$ cat config.mk
export PLATFORM = sky130hd
export DESIGN_NAME = class_argmax
export DESIGN_NICKNAME = d
export VERILOG_FILES = /design/src/rtl/nn_pkg.sv /design/src/rtl/argmax_cmp.sv /design/src/rtl/class_argmax.sv
export SDC_FILE = /design/constraint.sdc
export NUM_CORES = 1
export LEC_CHECK = 0
export ABC_CLOCK_PERIOD_IN_PS = 7500
export CAP_MARGIN = 10
export CORE_AREA = 2 2 132 262
export CTS_BUF_LIST = sky130_fd_sc_hd__clkbuf_4
export DETAILED_ROUTE_END_ITERATION = 16
export DIE_AREA = 0 0 134 264
export PLACE_DENSITY = 0.53
export SLEW_MARGIN = 20
export SYNTH_ARGS = -nofsm -noshare
export SYNTH_HDL_FRONTEND = slang
export SYNTH_SLANG_ARGS = --single-unit
$ cat constraint.sdc
create_clock -name clk -period 7.5 [get_ports clk]
set_input_delay 0.75 -clock clk [delete_from_list [all_inputs] [get_ports clk]]
set_output_delay 0.75 -clock clk [all_outputs]
set_load 0.02 [all_outputs]
$ cat src/rtl/nn_pkg.sv
// Shared network definitions: output-layer geometry, score type and the
// argmax scanner state encoding.
package nn_pkg;

    localparam int N_CLASS = 10;
    localparam int DW      = 16;
    localparam int IDX_W   = $clog2(N_CLASS);
    localparam int CNT_W   = 16;

    // Signed two's complement neuron score, shared with the network top.
    typedef logic signed [DW-1:0] score_t;
    typedef logic [IDX_W-1:0]     idx_t;

    typedef enum logic [1:0] {
        IDLE = 2'd0,
        SCAN = 2'd1,
        HOLD = 2'd2
    } state_t;

    // Most negative score; seeds the runner-up so any lane beats it.
    localparam score_t SCORE_MIN = {1'b1, {(DW-1){1'b0}}};

    // best - second at DW+1 bits, saturated into an unsigned DW-bit margin.
    // The DW+1 bit difference of two DW-bit signed values never exceeds
    // 2^DW-1, so the upper clamp is implicit; a negative difference (not
    // possible while best >= second) is forced to 0 for safety.
    function automatic logic [DW-1:0] margin_sat(input score_t best, input score_t second);
        logic [DW:0] diff;
        diff = {best[DW-1], best} - {second[DW-1], second};
        if (diff[DW]) begin
            margin_sat = '0;
        end else begin
            margin_sat = diff[DW-1:0];
        end
    endfunction

endpackage

$ cat src/rtl/argmax_cmp.sv
// Combinational signed compare/update cell for the serial argmax scan.
// With CLASS_ARGMAX_MARGIN_EN defined it also tracks the runner-up score.
module argmax_cmp
    import nn_pkg::*;
(
    input  logic signed [DW-1:0] lane,
    input  logic signed [DW-1:0] best,
`ifdef CLASS_ARGMAX_MARGIN_EN
    input  logic signed [DW-1:0] second,
    output logic signed [DW-1:0] second_nxt,
`endif
    input  logic [IDX_W-1:0]     ptr,
    input  logic [IDX_W-1:0]     idx,
    output logic signed [DW-1:0] best_nxt,
    output logic [IDX_W-1:0]     idx_nxt
);

    // Strictly greater replaces best, so ties keep the lower index.
    always_comb begin
        best_nxt   = best;
        idx_nxt    = idx;
`ifdef CLASS_ARGMAX_MARGIN_EN
        second_nxt = second;
`endif
        if (lane > best) begin
            best_nxt   = lane;
            idx_nxt    = ptr;
`ifdef CLASS_ARGMAX_MARGIN_EN
            second_nxt = best;
        end else if (lane > second) begin
            second_nxt = lane;
`endif
        end
    end

endmodule

$ cat src/rtl/class_argmax.sv
// Output-layer argmax: captures N_CLASS scores on a strobe, scans them one
// lane per clock and holds the winning class under a valid/ack handshake.
// Optional feature macro: CLASS_ARGMAX_MARGIN_EN (runner-up margin output).
module class_argmax
    import nn_pkg::*;
(
    input  logic                  clk,
    input  logic                  rst,
    input  logic [N_CLASS*DW-1:0] scores_in,
    input  logic                  scores_valid,
    input  logic                  result_ack,
    output logic [IDX_W-1:0]      class_idx,
    output logic [DW-1:0]         max_score,
    output logic [DW-1:0]         margin,
    output logic                  result_valid,
    output logic                  busy,
    output logic                  overrun,
    output logic [CNT_W-1:0]      class_count
);

    localparam logic [IDX_W-1:0] LAST_PTR  = IDX_W'(N_CLASS - 1);
    localparam logic [IDX_W-1:0] FIRST_PTR = IDX_W'(1);

    state_t                state_q, state_d;
    logic signed [DW-1:0]  lane_q [N_CLASS];
    logic signed [DW-1:0]  lane_d [N_CLASS];
    logic [IDX_W-1:0]      ptr_q, ptr_d;
    logic signed [DW-1:0]  best_q, best_d;
    logic [IDX_W-1:0]      idx_q, idx_d;
    logic                  rv_q, rv_d;
    logic                  busy_q, busy_d;
    logic                  overrun_q, overrun_d;
    logic [CNT_W-1:0]      count_q, count_d;
    logic [IDX_W-1:0]      class_idx_q, class_idx_d;
    logic [DW-1:0]         max_score_q, max_score_d;
    logic                  capture;
    logic signed [DW-1:0]  cmp_best;
    logic [IDX_W-1:0]      cmp_idx;
`ifdef CLASS_ARGMAX_MARGIN_EN
    logic signed [DW-1:0]  second_q, second_d;
    logic signed [DW-1:0]  cmp_second;
    logic [DW-1:0]         margin_q, margin_d;
`endif

    // Shadow score registers: load every lane when a frame is accepted.
    genvar gi;
    generate
        for (gi = 0; gi < N_CLASS; gi++) begin : g_lane
            assign lane_d[gi] = capture ? scores_in[gi*DW +: DW] : lane_q[gi];

            // Per-lane shadow flop.
            always_ff @(posedge clk or negedge rst) begin
                if (!rst) begin
                    lane_q[gi] <= '0;
                end else begin
                    lane_q[gi] <= lane_d[gi];
                end
            end
        end
    endgenerate

    argmax_cmp u_cmp (
        .lane       (lane_q[ptr_q]),
        .best       (best_q),
`ifdef CLASS_ARGMAX_MARGIN_EN
        .second     (second_q),
        .second_nxt (cmp_second),
`endif
        .ptr        (ptr_q),
        .idx        (idx_q),
        .best_nxt   (cmp_best),
        .idx_nxt    (cmp_idx)
    );

    // Next-state, scan datapath and handshake/status updates.
    always_comb begin
        state_d     = state_q;
        ptr_d       = ptr_q;
        best_d      = best_q;
        idx_d       = idx_q;
        rv_d        = rv_q;
        overrun_d   = overrun_q;
        count_d     = count_q;
        class_idx_d = class_idx_q;
        max_score_d = max_score_q;
        capture     = 1'b0;
`ifdef CLASS_ARGMAX_MARGIN_EN
        second_d    = second_q;
        margin_d    = margin_q;
`endif

        case (state_q)
            IDLE: begin
                if (scores_valid) begin
                    capture = 1'b1;
                end
            end
            SCAN: begin
                // A frame arriving mid-scan has nowhere to go.
                if (scores_valid) begin
                    overrun_d = 1'b1;
                end
                best_d = cmp_best;
                idx_d  = cmp_idx;
`ifdef CLASS_ARGMAX_MARGIN_EN
                second_d = cmp_second;
`endif
                if (ptr_q == LAST_PTR) begin
                    state_d     = HOLD;
                    rv_d        = 1'b1;
                    count_d     = count_q + CNT_W'(1);
                    class_idx_d = cmp_idx;
                    max_score_d = cmp_best;
`ifdef CLASS_ARGMAX_MARGIN_EN
                    margin_d    = margin_sat(cmp_best, cmp_second);
`endif
                end else begin
                    ptr_d = ptr_q + IDX_W'(1);
                end
            end
            HOLD: begin
                if (result_ack) begin
                    rv_d = 1'b0;
                    // Ack plus a new strobe chains straight into the next scan.
                    if (scores_valid) begin
                        capture = 1'b1;
                    end else begin
                        state_d = IDLE;
                    end
                end else if (scores_valid) begin
                    overrun_d = 1'b1;
                end
            end
            default: begin
                state_d = IDLE;
            end
        endcase

        // Frame capture seeds the scan with lane 0 as the current best.
        if (capture) begin
            state_d = SCAN;
            best_d  = scores_in[DW-1:0];
            idx_d   = '0;
            ptr_d   = FIRST_PTR;
`ifdef CLASS_ARGMAX_MARGIN_EN
            second_d = SCORE_MIN;
`endif
        end

        busy_d = (state_d != IDLE);
    end

    // State, scan and output registers; reset aborts any frame in flight.
    always_ff @(posedge clk or negedge rst) begin
        if (!rst) begin
            state_q     <= IDLE;
            ptr_q       <= '0;
            best_q      <= '0;
            idx_q       <= '0;
            rv_q        <= 1'b0;
            busy_q      <= 1'b0;
            overrun_q   <= 1'b0;
            count_q     <= '0;
            class_idx_q <= '0;
            max_score_q <= '0;
`ifdef CLASS_ARGMAX_MARGIN_EN
            second_q    <= '0;
            margin_q    <= '0;
`endif
        end else begin
            state_q     <= state_d;
            ptr_q       <= ptr_d;
            best_q      <= best_d;
            idx_q       <= idx_d;
            rv_q        <= rv_d;
            busy_q      <= busy_d;
            overrun_q   <= overrun_d;
            count_q     <= count_d;
            class_idx_q <= class_idx_d;
            max_score_q <= max_score_d;
`ifdef CLASS_ARGMAX_MARGIN_EN
            second_q    <= second_d;
            margin_q    <= margin_d;
`endif
        end
    end

    assign class_idx    = class_idx_q;
    assign max_score    = max_score_q;
    assign result_valid = rv_q;
    assign busy         = busy_q;
    assign overrun      = overrun_q;
    assign class_count  = count_q;
`ifdef CLASS_ARGMAX_MARGIN_EN
    assign margin       = margin_q;
`else
    assign margin       = '0;
`endif

endmodule
After elaboration in Yosys (flattened, before gate mapping)
Cells that the tools add are included.
{"block": "op_classes", "add_sub_neg": 2, "n_mul": 0, "n_div": 0, "magnitude_cmp": 2, "eq_ne": 7, "shift": 0, "muxes": 26, "n_bitwise": 1, "reduce_logical": 8}
{"op": "$mux 16", "count": 5}
{"op": "$bmux 16 s4", "count": 1}
{"op": "$mux 4", "count": 6}
{"op": "$add 16x1->16 const B", "count": 1}
{"op": "$gt 16x16->1", "count": 1}
{"op": "$mux 2", "count": 4}
{"op": "$ne 2x2->1 const B", "count": 4}
{"op": "$mux 1", "count": 6}
{"op": "$pmux 1 s2", "count": 3}
{"op": "$pmux 2 s3", "count": 1}
{"op": "$reduce_and 2->1", "count": 3}
{"op": "$reduce_bool 2->1", "count": 3}
{"op": "$ge 5x5->1 const B", "count": 1}
{"op": "$not 4->5", "count": 1}
{"op": "$add 4x1->4 const B", "count": 1}
{"op": "$eq 4x4->1 const B", "count": 1}
{"op": "$reduce_and 3->1", "count": 1}
{"op": "$eq 2x1->1 const B", "count": 1}
{"op": "$eq 2x2->1 const B", "count": 1}
{"op": "$logic_not 2->1", "count": 1}
{"block": "totals", "regBits": 225, "latchBits": 0, "mem_bits_rw": 0, "romBits": 0, "inputBits": 164, "out_inout_bits": 55, "elab_cells": 66, "memories": 0}

Longest topological paths before layout
Gate-level depths: netlist (run 1).
{"block": "logic_depth", "ltp_word": 8, "mapped_depth": 15, "depth_no_buf": 11}

Cells and area by module
A second synthesis (run 1) with hierarchy kept.
{"block": "unflattened", "hier_cells": 1081, "hier_area_um2": 10737.8}
{"module": "class_argmax", "n_inst": 1, "cells_each": 1000, "area_each_um2": 9969.6, "seq_area_each_um2": 5630.4}
{"module": "argmax_cmp", "n_inst": 1, "cells_each": 81, "area_each_um2": 768.2, "seq_area_each_um2": 0.0}

Worst setup path before layout (run 1)
No wires, ideal clock.
{"block": "synth_path", "path_type": "reg2reg", "startpoint": "reg ptr_q[0]", "endpoint": "reg best_q[0]", "setup_time_ns": 0.126, "t_arrival_ns": 3.383, "required_ns": 7.374, "path_slack_ns": 3.991, "path_stages_with_launch": 15, "n_path_buf": 4, "period_less_slack_ns": 3.509, "path_cell_list": "dfrtp_1 buf_2 buf_2 mux4_2 a22oi_1 o21ai_0 ha_1 nand4_2 nor3_1 nor3_2 and4_1 buf_2 nor3_2 buf_4 a221o_1"}
{"block": "synth_via", "elab_chain_cells": 8}
{"item": "from (decl)", "line_no": "class_argmax.sv:27", "source": "logic [IDX_W-1:0] ptr_q, ptr_d;"}
{"item": "from (signal assigned)", "line_no": "class_argmax.sv:172", "source": "ptr_q <= ptr_d;"}
{"item": "$not 4->5 (implied by the code) (*)", "line_no": "class_argmax.sv:63", "source": ".lane (lane_q[ptr_q]),"}
{"item": "$bmux 16 s4 (*)", "line_no": "class_argmax.sv:63"}
{"item": "$mux 16 (implied by the code) (*) (2 in series)", "line_no": "class_argmax.sv:63"}
{"item": "$gt 16x16->1", "line_no": "argmax_cmp.sv:25", "source": "if (lane > best) begin"}
{"item": "$mux 16 (*)", "line_no": "argmax_cmp.sv:25"}
{"item": "$mux 16 (*)", "line_no": "class_argmax.sv:92", "source": "case (state_q)"}
{"item": "$mux 16 (*)", "line_no": "class_argmax.sv:140", "source": "if (capture) begin"}
{"item": "to (signal assigned)", "line_no": "class_argmax.sv:173", "source": "best_q <= best_d;"}
{"item": "to (decl)", "line_no": "class_argmax.sv:28", "source": "logic signed [DW-1:0] best_q, best_d;"}
Mark *: on every way between the ends. The rest lies on a longest branch, timed or not. The select of a mux whose other input is x is not followed.
A chain may end at the register's enable or synchronous reset.

Final worst setup path (run 1)
{"block": "layout_path", "startpoint": "reg ptr_q[0]", "endpoint": "reg best_q[8]"}
Same word-level chain as after synthesis.

==> results.toml, run 1 <==
[logic_synthesis]
ys_warn_count = 0
synth_top_area_share = 0.534
yosysUniqueCellTypes = 47
yosysTopAreaCell = "dfrtp_1"
synth_edf_count = 0
ys_ff_latch = 225
synth_common_cells = "473 x nand2_1, 225 x dfrtp_1, 42 x clkbuf_1"
yosysMostFrequentCell = "nand2_1"
synth_area_leaders = "dfrtp_1 53%, nand2_1 17%, mux4_2 6.8%, ha_1 2.3%, mux2i_1 1.5%"
avgSynthCellArea_um2 = 9.66
syn_inst = 1092
async_reset_ff_frac = 1.00
yosysSeqAreaShare = 0.534
ys.flop_type = "dfrtp_1"
synth_area_mm2 = 0.0105

[worst_setup_path]
crit_fanout = 54
path_class = "reg -> reg"
slowest_delay_ns = 1.09
path_cells = "mux4_2 -> a22oi_1 -> o21ai_0 -> ha_1 -> a21oi_1 -> nor3_1 -> nor3_2 -> and4_1 -> nor3_2 -> buf_4 -> a221o_1"
slowest_stage = "dfrtp_4"
path_common_cell = "nor3_2"
startpoint_type = "flop"
reg2reg_from = "ptr_q[0]"
critical_path_arrival_ns = 5.14
r2r_end = "best_q[8]"
crit_required_ns = 8.07
cp-end-kind = "flop"
reg2reg_slack_ns = 2.93
ff2ff_path_depth = 11

[route]
vias = 8450
dr.pass1.iters = 5
drc = 0
antenna_left = 0
drt_iter0_drc = 499
wl_per_cell_um = 18.6
via_per_inst = 4.79
routed_wl_um = 32700

[power_and_ir_drop]
switching_share = 0.425
p_per_area_mw_per_mm2 = 430
p_leak_nw = 6.49
p_seq_frac = 0.378
ir_drop_mv = 0.170
p_int_mw = 3.33
power.switching_mw = 2.46
pwr-share-comb = 0.461
pwr-share-clk = 0.162

[clock_network]
numCtsBuffers = 52
clk_pin_slew_ns = 0.08
cts.sinks = 225
cts_max_path_buffers = 3
holdBufCountCts = 0
clk_latency_ns = 0.73
cts_tree = "yes"
clock-root-buffer = "clkbuf_4"
cts_setup_buffers = 0
cts_resized = 0
ctsHtreeMaxLevel = 2

[floorplan]
fp-row-count = 95
start_util = 0.316
coreArea_mm2 = 0.0334
die_x_um = 134
die_y_um = 264
ioPinCount = 219
die_area_mm2 = 0.0354

[sta]
tightest_slew_ns = 1.05
fin_worst_skew_ns = 0.0662
period_needed_ns = 4.57
rsz0062_at_grt = "no"
max_freq_mhz = 219
finalSetupViolCount = 0
finalSetupTns_ns = 0
hold_violations = 0
slew_headroom = 0.298
worst_slack_ns = 2.93
finalCritPeriodShare = 0.609
final_max_slew_viol_count = 0

[hold_path]
hold_path_class = "in -> async"

[global_route]
grt_max_degree = 90
overflow = 0
grt_pass1_wl_um = 50700
grt_usage = 0.188
first_global_vias = 8992
antenna_found_initial = 2

[final_layout]
drive_gt1_frac = 0.100
fin_nets = 1476
syn_to_final_growth_pct = 27.8

[job]
maxCapViolCount = 0

[place]
pre_cts_ws_ns = 2.92
dpl.hpwl_um = 23900
io_buffers = 202
gp_congestion = 0.863

[status]
status = "complete, no violations"
[critical path: cells and delay by family (launching register included)]
kind,cells,cell delay (ns)
fa+ha+maj,1,0.36
simple gates,4,0.95
compound gates,4,1.05
flops,1,1.09
mux,1,0.63
buf+inv,1,0.22
[stage by stage]
stage               utilization  power, mW  cells  hold WS (ns)  instance area, um2
floorplan                     -       4.00   1107         0.440               10600
global placement          0.385       4.85   1675         0.444               12900
detailed placement        0.385       4.89   1675         0.452               12900
CTS                       0.403       5.87   1761      0.000662               13500
global route              0.403       6.26   1763        0.0240               13500
finish                    0.403       5.79   1763        0.0194               13500
[power groups by stage]
stage                     clock network (mW)  registers [mW]  logic (mW)
final                                  0.937            2.19        2.67
after global routing                    1.04            2.26        2.96
after CTS                              0.975            2.20        2.69
after detailed placement                   0            2.22        2.67
after global placement                     0            2.20        2.65
after floorplan                            0            2.02        1.98
[cell type report]
type / instances / area, um2
well taps: 436 / 546
repair buffers: 215 / 2120
flip-flops and latches: 225 / 5640
fillers: 3334 / 19900
clock buffers: 73 / 548
clock inverters: 13 / 51.3
diodes: 2 / 5.00
inverters: 22 / 82.6
multi-input cells: 777 / 4480
[how the worst max path moves through the flow]
stage / from / to / slack, ns / depth (start not counted)
floorplan: ptr_q[0] / best_q[0] / 3.99 / 14
global placement: ptr_q[0] / best_q[15] / 3.00 / 12
detailed placement: ptr_q[0] / best_q[15] / 2.92 / 12
CTS: ptr_q[0] / max_score[9] / 2.83 / 11
global route: ptr_q[0] / best_q[8] / 2.61 / 11
finish: ptr_q[0] / best_q[8] / 2.93 / 11
[per-layer routing]
metal	GRT usage	up-vias	share of wire
li1	-	4045	-
met1	0.205	4073	0.36
met2	0.340	260	0.54
met3	0.0315	72	0.047
met4	0.108	0	0.054
met5	0	-	0
[cells in the final DEF (no fill, tap or decap), types with 12 or more instances in the layout]
master and instances:
a21o_1 18, a221o_1 15, a22oi_1 16, and2_1 15, buf_4 13, clkbuf_4 73
clkdlybuf4s50_1 201, conb_1 16, dfrtp_1 223, ha_1 19, inv_1 22, mux2i_1 16
mux4_2 32, nand2_1 473, nand3_1 12, nand4_1 21, nor2_1 14, o21ai_0 26
xnor2_1 12
[kinds of logic (layout without fill, tap and decap cells)]
logic type | Yosys count | count (layout) | share of synthesized area
other | 1 | 18 | 0.000356
flip-flops | 225 | 225 | 0.534
multiplexers | 48 | 48 | 0.0835
adder cells (fa/ha/maj) | 19 | 19 | 0.0225
AND/OR/NAND/NOR | 562 | 562 | 0.219
AO/OA/AOI/OAI | 114 | 114 | 0.0789
XOR/XNOR | 18 | 18 | 0.0149
buffers and inverters | 105 | 323 | 0.0470
[sequential cells by signal (all words and copies together), names as in the netlist]
register and cells:
result_valid 1, lane_q 160, class_idx 4, busy 1, best_q 16, class_count 16
overrun 1, state_q 2, ptr_q 4, max_score 16, idx_q 4
Note: power is estimated with default switching activity, not from simulation.
==> run 2: changes to the inputs <==
ABC_CLOCK_PERIOD_IN_PS = 4640   (was 7500)
clock period = 4.64 ns   (was 7.5 ns; I/O delays follow)
==> run 2 against run 1 <==
  * Cell count is 1.0% higher
  * Register-to-register slack worse by 2.3 ns
  * Total power is 64% higher
  * Clock skew fell by 0.031 ns
  * Combinational power up 68%
  * First-iteration DRC count shrank 11%
  * Design area rose by 1.5%
  * Via count about the same
  * Non-clock buffer count increased by 7
  * Hold slack better by 0.28 ns
  * Setup slack lost 2.3 ns
  * Sequential share of layout area decreased by 0.60 points
  * Critical endpoint is now best_q[11]
==> results.toml, run 2 (synthesized netlist as in run 1, its figures left out) <==
[sta]
slew_headroom = 0.454
period_needed_ns = 4.02
finalSetupTns_ns = 0
fin_worst_skew_ns = 0.0355
tightest_slew_ns = 0.820
hold_violations = 0
max_freq_mhz = 249
rsz0062_at_grt = "no"
finalCritPeriodShare = 0.867
finalSetupViolCount = 0
final_max_slew_viol_count = 0

[worst_setup_path]
reg2reg_slack_ns = 0.62
path_class = "reg -> reg"
cp-end-kind = "flop"
critical_path_arrival_ns = 4.57
crit_fanout = 20
startpoint_type = "flop"
crit_required_ns = 5.19

[clock_network]
clock-root-buffer = "clkbuf_4"
cts_tree = "yes"
clk_latency_ns = 0.70
cts_max_path_buffers = 3
cts_resized = 0
ctsHtreeMaxLevel = 2
numCtsBuffers = 55
cts.sinks = 225
clk_pin_slew_ns = 0.07

[power_and_ir_drop]
pwr-share-clk = 0.167
p_int_mw = 5.50
ir_drop_mv = 0.372
pwr-share-comb = 0.471
p_seq_frac = 0.362
p_leak_nw = 6.58
switching_share = 0.422
power.switching_mw = 4.02
p_per_area_mw_per_mm2 = 696

[final_layout]
drive_gt1_frac = 0.106
syn_to_final_growth_pct = 29.6
final_cell_mix = "472 x nand2_1, 223 x dfrtp_1, 201 x clkdlybuf4s50_1"
fillerInstances = 3365
largest_reg_flops = 160
regMostFlops = "lane_q"
fin_nets = 1486
layout_commonest_cell = "nand2_1"
fin_util = 0.409

[route]
wl_per_cell_um = 18.5
via_per_inst = 4.75
drt_iter0_drc = 446
dr.pass1.iters = 4
vias = 8454
routed_wl_um = 32900
drc = 0
antenna_left = 0

[global_route]
antenna_found_initial = 2
grt_pass1_wl_um = 50900
first_global_vias = 9141
grt_usage = 0.188
overflow = 0
grt_max_degree = 165

[status]
status = "complete, no violations"

[floorplan]
die_x_um = 134
die_y_um = 264
coreArea_mm2 = 0.0334
fp-row-count = 95
die_area_mm2 = 0.0354
ioPinCount = 219
start_util = 0.316

[place]
gp_congestion = 0.834
io_buffers = 202
dpl.hpwl_um = 24200

[job]
maxCapViolCount = 0

[hold_path]
hold_path_class = "in -> reg"
-- run 2: cell types whose count changed in the layout (fill, tap and decap cells not counted), sizes merged --
cell and delta:
buf +6, inv -1, dlygate4sd3 +1, clkbuf +4
clkinv +8
-- run 2: final timing paths --
path,end,start,depth (start not counted)
min,lane_q[42],scores_in[122],3
min in group asynchronous,lane_q[50],rst,2
max reg2reg,best_q[11],ptr_q[0],12
min reg2reg,class_count[15],class_count[15],1
max in group asynchronous,lane_q[134],rst,3
max,best_q[11],ptr_q[0],12
-- run 2: per-layer routing --
| layer | vias to the layer above | GRT usage | wire, um |
|---|---|---|---|
| li1 | 4070 | - | - |
| met1 | 4056 | 0.202 | 12100 |
| met2 | 266 | 0.343 | 17600 |
| met3 | 62 | 0.0282 | 1370 |
| met4 | 0 | 0.112 | 1780 |
| met5 | - | 0 | 0 |
-- run 2: worst max-delay path, stage by stage, from the launching register on --
cell and delay (ns):
dfrtp_4 0.57, buf_12 0.23, mux4_2 0.53, a22oi_1 0.25, o21ai_0 0.21, ha_1 0.33, a21oi_1 0.21, nor3_1 0.09
nor3_2 0.35, and4_1 0.41, nor3_2 0.07, buf_4 0.21, a221o_1 0.37
-- run 2: metrics by stage --
| step | hold WS (ns) | worst slack, ns | cells | area (um2) | power, mW |
|---|---|---|---|---|---|
| detailed placement | 0.451 | 0.630 | 1680 | 13000 | 8.00 |
| floorplan | 0.168 | 1.13 | 1107 | 10600 | 6.46 |
| CTS | 0.224 | 0.564 | 1778 | 13600 | 9.65 |
| finish | 0.302 | 0.616 | 1781 | 13700 | 9.52 |
| global route | 0.246 | 0.280 | 1781 | 13700 | 10.3 |
| global placement | 0.446 | 0.679 | 1680 | 13000 | 7.94 |
-- run 2: final cells by class --
class / instances / area [um2] / area share
flip-flops and latches: 225 / 5640 / 0.412
repair buffers: 222 / 2260 / 0.165
clock inverters: 20 / 77.6 / 0.00567
multi-input cells: 777 / 4480 / 0.328
clock buffers: 77 / 578 / 0.0423
inverters: 22 / 82.6 / 0.00604
well taps: 436 / 546 / 0.0399
diodes: 2 / 5.00 / 0.000366
-- run 2: repair_timing --
action	in CTS	in global routing
hold endpoints to repair	134	0
setup buffers	0	0
hold buffers	1	0
-- run 2: power groups by stage --
| stage | Clock (mW) | Combinational, mW | Sequential, mW |
|---|---|---|---|
| after detailed placement | 0 | 4.52 | 3.49 |
| after CTS | 1.65 | 4.54 | 3.46 |
| after global routing | 1.75 | 4.98 | 3.55 |
| after floorplan | 0 | 3.19 | 3.26 |
| after global placement | 0 | 4.46 | 3.47 |
| final | 1.59 | 4.48 | 3.44 |
==> run 3: changes to the inputs <==
SLEW_MARGIN = 5   (was 20)
==> run 3 against run 2 <==
  * Global-route usage unchanged
  * Design area down 0.22%
  * Non-clock buffer count shrank 1
  * Routed wire length is 0.15% lower
  * Register-to-register slack about the same
  * Cell count barely moved
  * Sequential cell count did not move
  * Clock power barely moved
  * Critical path depth unchanged
  * Die area stayed put
  * First-iteration DRC count decreased by 6.1%
  * Largest power group unchanged
  * Highest routed layer unchanged
==> results.toml, run 3 (synthesized netlist as in run 1, its figures left out) <==
[job]
maxCapViolCount = 0

[power_and_ir_drop]
p_total_mw = 9.50
switching_share = 0.422
pwr-share-clk = 0.167
p_seq_frac = 0.362
p_int_mw = 5.50
p_per_area_mw_per_mm2 = 697
power.switching_mw = 4.01
ir_drop_mv = 0.363
p_leak_nw = 6.56
pwr-share-comb = 0.471

[worst_setup_path]
path_class = "reg -> reg"
reg2reg_slack_ns = 0.62
crit_fanout = 20
cp-end-kind = "flop"
critical_path_arrival_ns = 4.58
crit_required_ns = 5.19
startpoint_type = "flop"

[final_layout]
regMostFlops = "lane_q"
regArea_mm2 = 0.00564
multi_input_area_mm2 = 0.00448
largest_reg_flops = 160
fin_nets = 1485
final_cell_mix = "473 x nand2_1, 223 x dfrtp_1, 201 x clkdlybuf4s50_1"
fillerInstances = 3366
drive_gt1_frac = 0.105
fin_util = 0.408
syn_to_final_growth_pct = 29.3
layout_commonest_cell = "nand2_1"

[floorplan]
fp-row-count = 95
die_y_um = 264
die_area_mm2 = 0.0354
coreArea_mm2 = 0.0334
start_util = 0.316
die_x_um = 134
ioPinCount = 219

[place]
io_buffers = 202
gp_congestion = 0.834
dpl.hpwl_um = 24200

[sta]
period_needed_ns = 4.02
finalCritPeriodShare = 0.867
final_max_slew_viol_count = 0
finalSetupTns_ns = 0
max_freq_mhz = 249
fin_worst_skew_ns = 0.0367
tightest_slew_ns = 1.10
hold_violations = 0
rsz0062_at_grt = "no"
finalSetupViolCount = 0
slew_headroom = 0.265

[clock_network]
cts.sinks = 225
clk_pin_slew_ns = 0.07
clock-root-buffer = "clkbuf_4"
ctsHtreeMaxLevel = 2
cts_setup_buffers = 0
clk_latency_ns = 0.70
numCtsBuffers = 55
cts_max_path_buffers = 3
cts_tree = "yes"

[route]
antenna_left = 0
wl_per_cell_um = 18.5
drt_iter0_drc = 419
drc = 0
routed_wl_um = 32900
dr.pass1.iters = 4
vias = 8456
via_per_inst = 4.75

[global_route]
first_global_vias = 9141
grt_pass1_wl_um = 50900
overflow = 0
antenna_found_initial = 2
grt_usage = 0.188
grt_max_degree = 165

[hold_path]
hold_path_class = "in -> reg"

[status]
status = "complete, no violations"
## run 3: changes by cell type in the layout (fill, tap and decap cells not counted), sizes merged
cell,delta
buf,-1
## run 3: timing repair
action / CTS / global route
hold buffers: 1 / 0
resized for setup: 0 / 0
endpoints found under the hold margin: 134 / 0
## run 3: area by class of cell
class / instances / area share
Inverter: 22 / 0.00605
Tap cell: 436 / 0.0400
Clock buffer: 77 / 0.0424
Timing Repair Buffer: 221 / 0.164
Sequential cell: 225 / 0.413
Antenna cell: 2 / 0.000367
Multi-Input combinational cell: 777 / 0.329
Clock inverter: 20 / 0.00569
## run 3: worst paths after layout
kind	cells past startpoint	start	endpoint
worst min register to register	1	class_count[15]	class_count[15]
worst max-delay path	12	ptr_q[0]	best_q[11]
min in group asynchronous	2	rst	lane_q[50]
max in group asynchronous	3	rst	best_q[9]
worst max register to register	12	ptr_q[0]	best_q[11]
worst min-delay path	3	scores_in[122]	lane_q[42]
## run 3: through the flow
step                setup slack [ns]  instances  instance area, um2  hold WS, ns
floorplan                       1.13       1107               10600        0.168
global placement               0.679       1680               13000        0.446
detailed placement             0.630       1680               13000        0.451
CTS                            0.564       1778               13600        0.224
global route                   0.256       1780               13600        0.246
finish                         0.616       1780               13600        0.304
## run 3: critical path: stages, from the launching register on
cell and delay (ns):
dfrtp_4 0.57, buf_12 0.23, mux4_2 0.53, a22oi_1 0.25, o21ai_0 0.21, ha_1 0.33
a21oi_1 0.21, nor3_1 0.09, nor3_2 0.35, and4_1 0.41, nor3_2 0.07, buf_4 0.21
a221o_1 0.37
## run 3: power by group through the flow
| stage | Sequential, mW | Combinational, mW | Clock [mW] |
|---|---|---|---|
| after floorplan | 3.26 | 3.19 | 0 |
| final | 3.44 | 4.48 | 1.59 |
| after global placement | 3.47 | 4.46 | 0 |
| after global routing | 3.55 | 4.98 | 1.75 |
| after CTS | 3.46 | 4.54 | 1.65 |
| after detailed placement | 3.49 | 4.52 | 0 |
## run 3: layer usage
layer,part of all wire,track usage,up-vias
met4,0.054,0.112,0
met2,0.54,0.343,267
li1,-,-,4071
met1,0.37,0.202,4057
met5,0,0,-
met3,0.042,0.0282,61
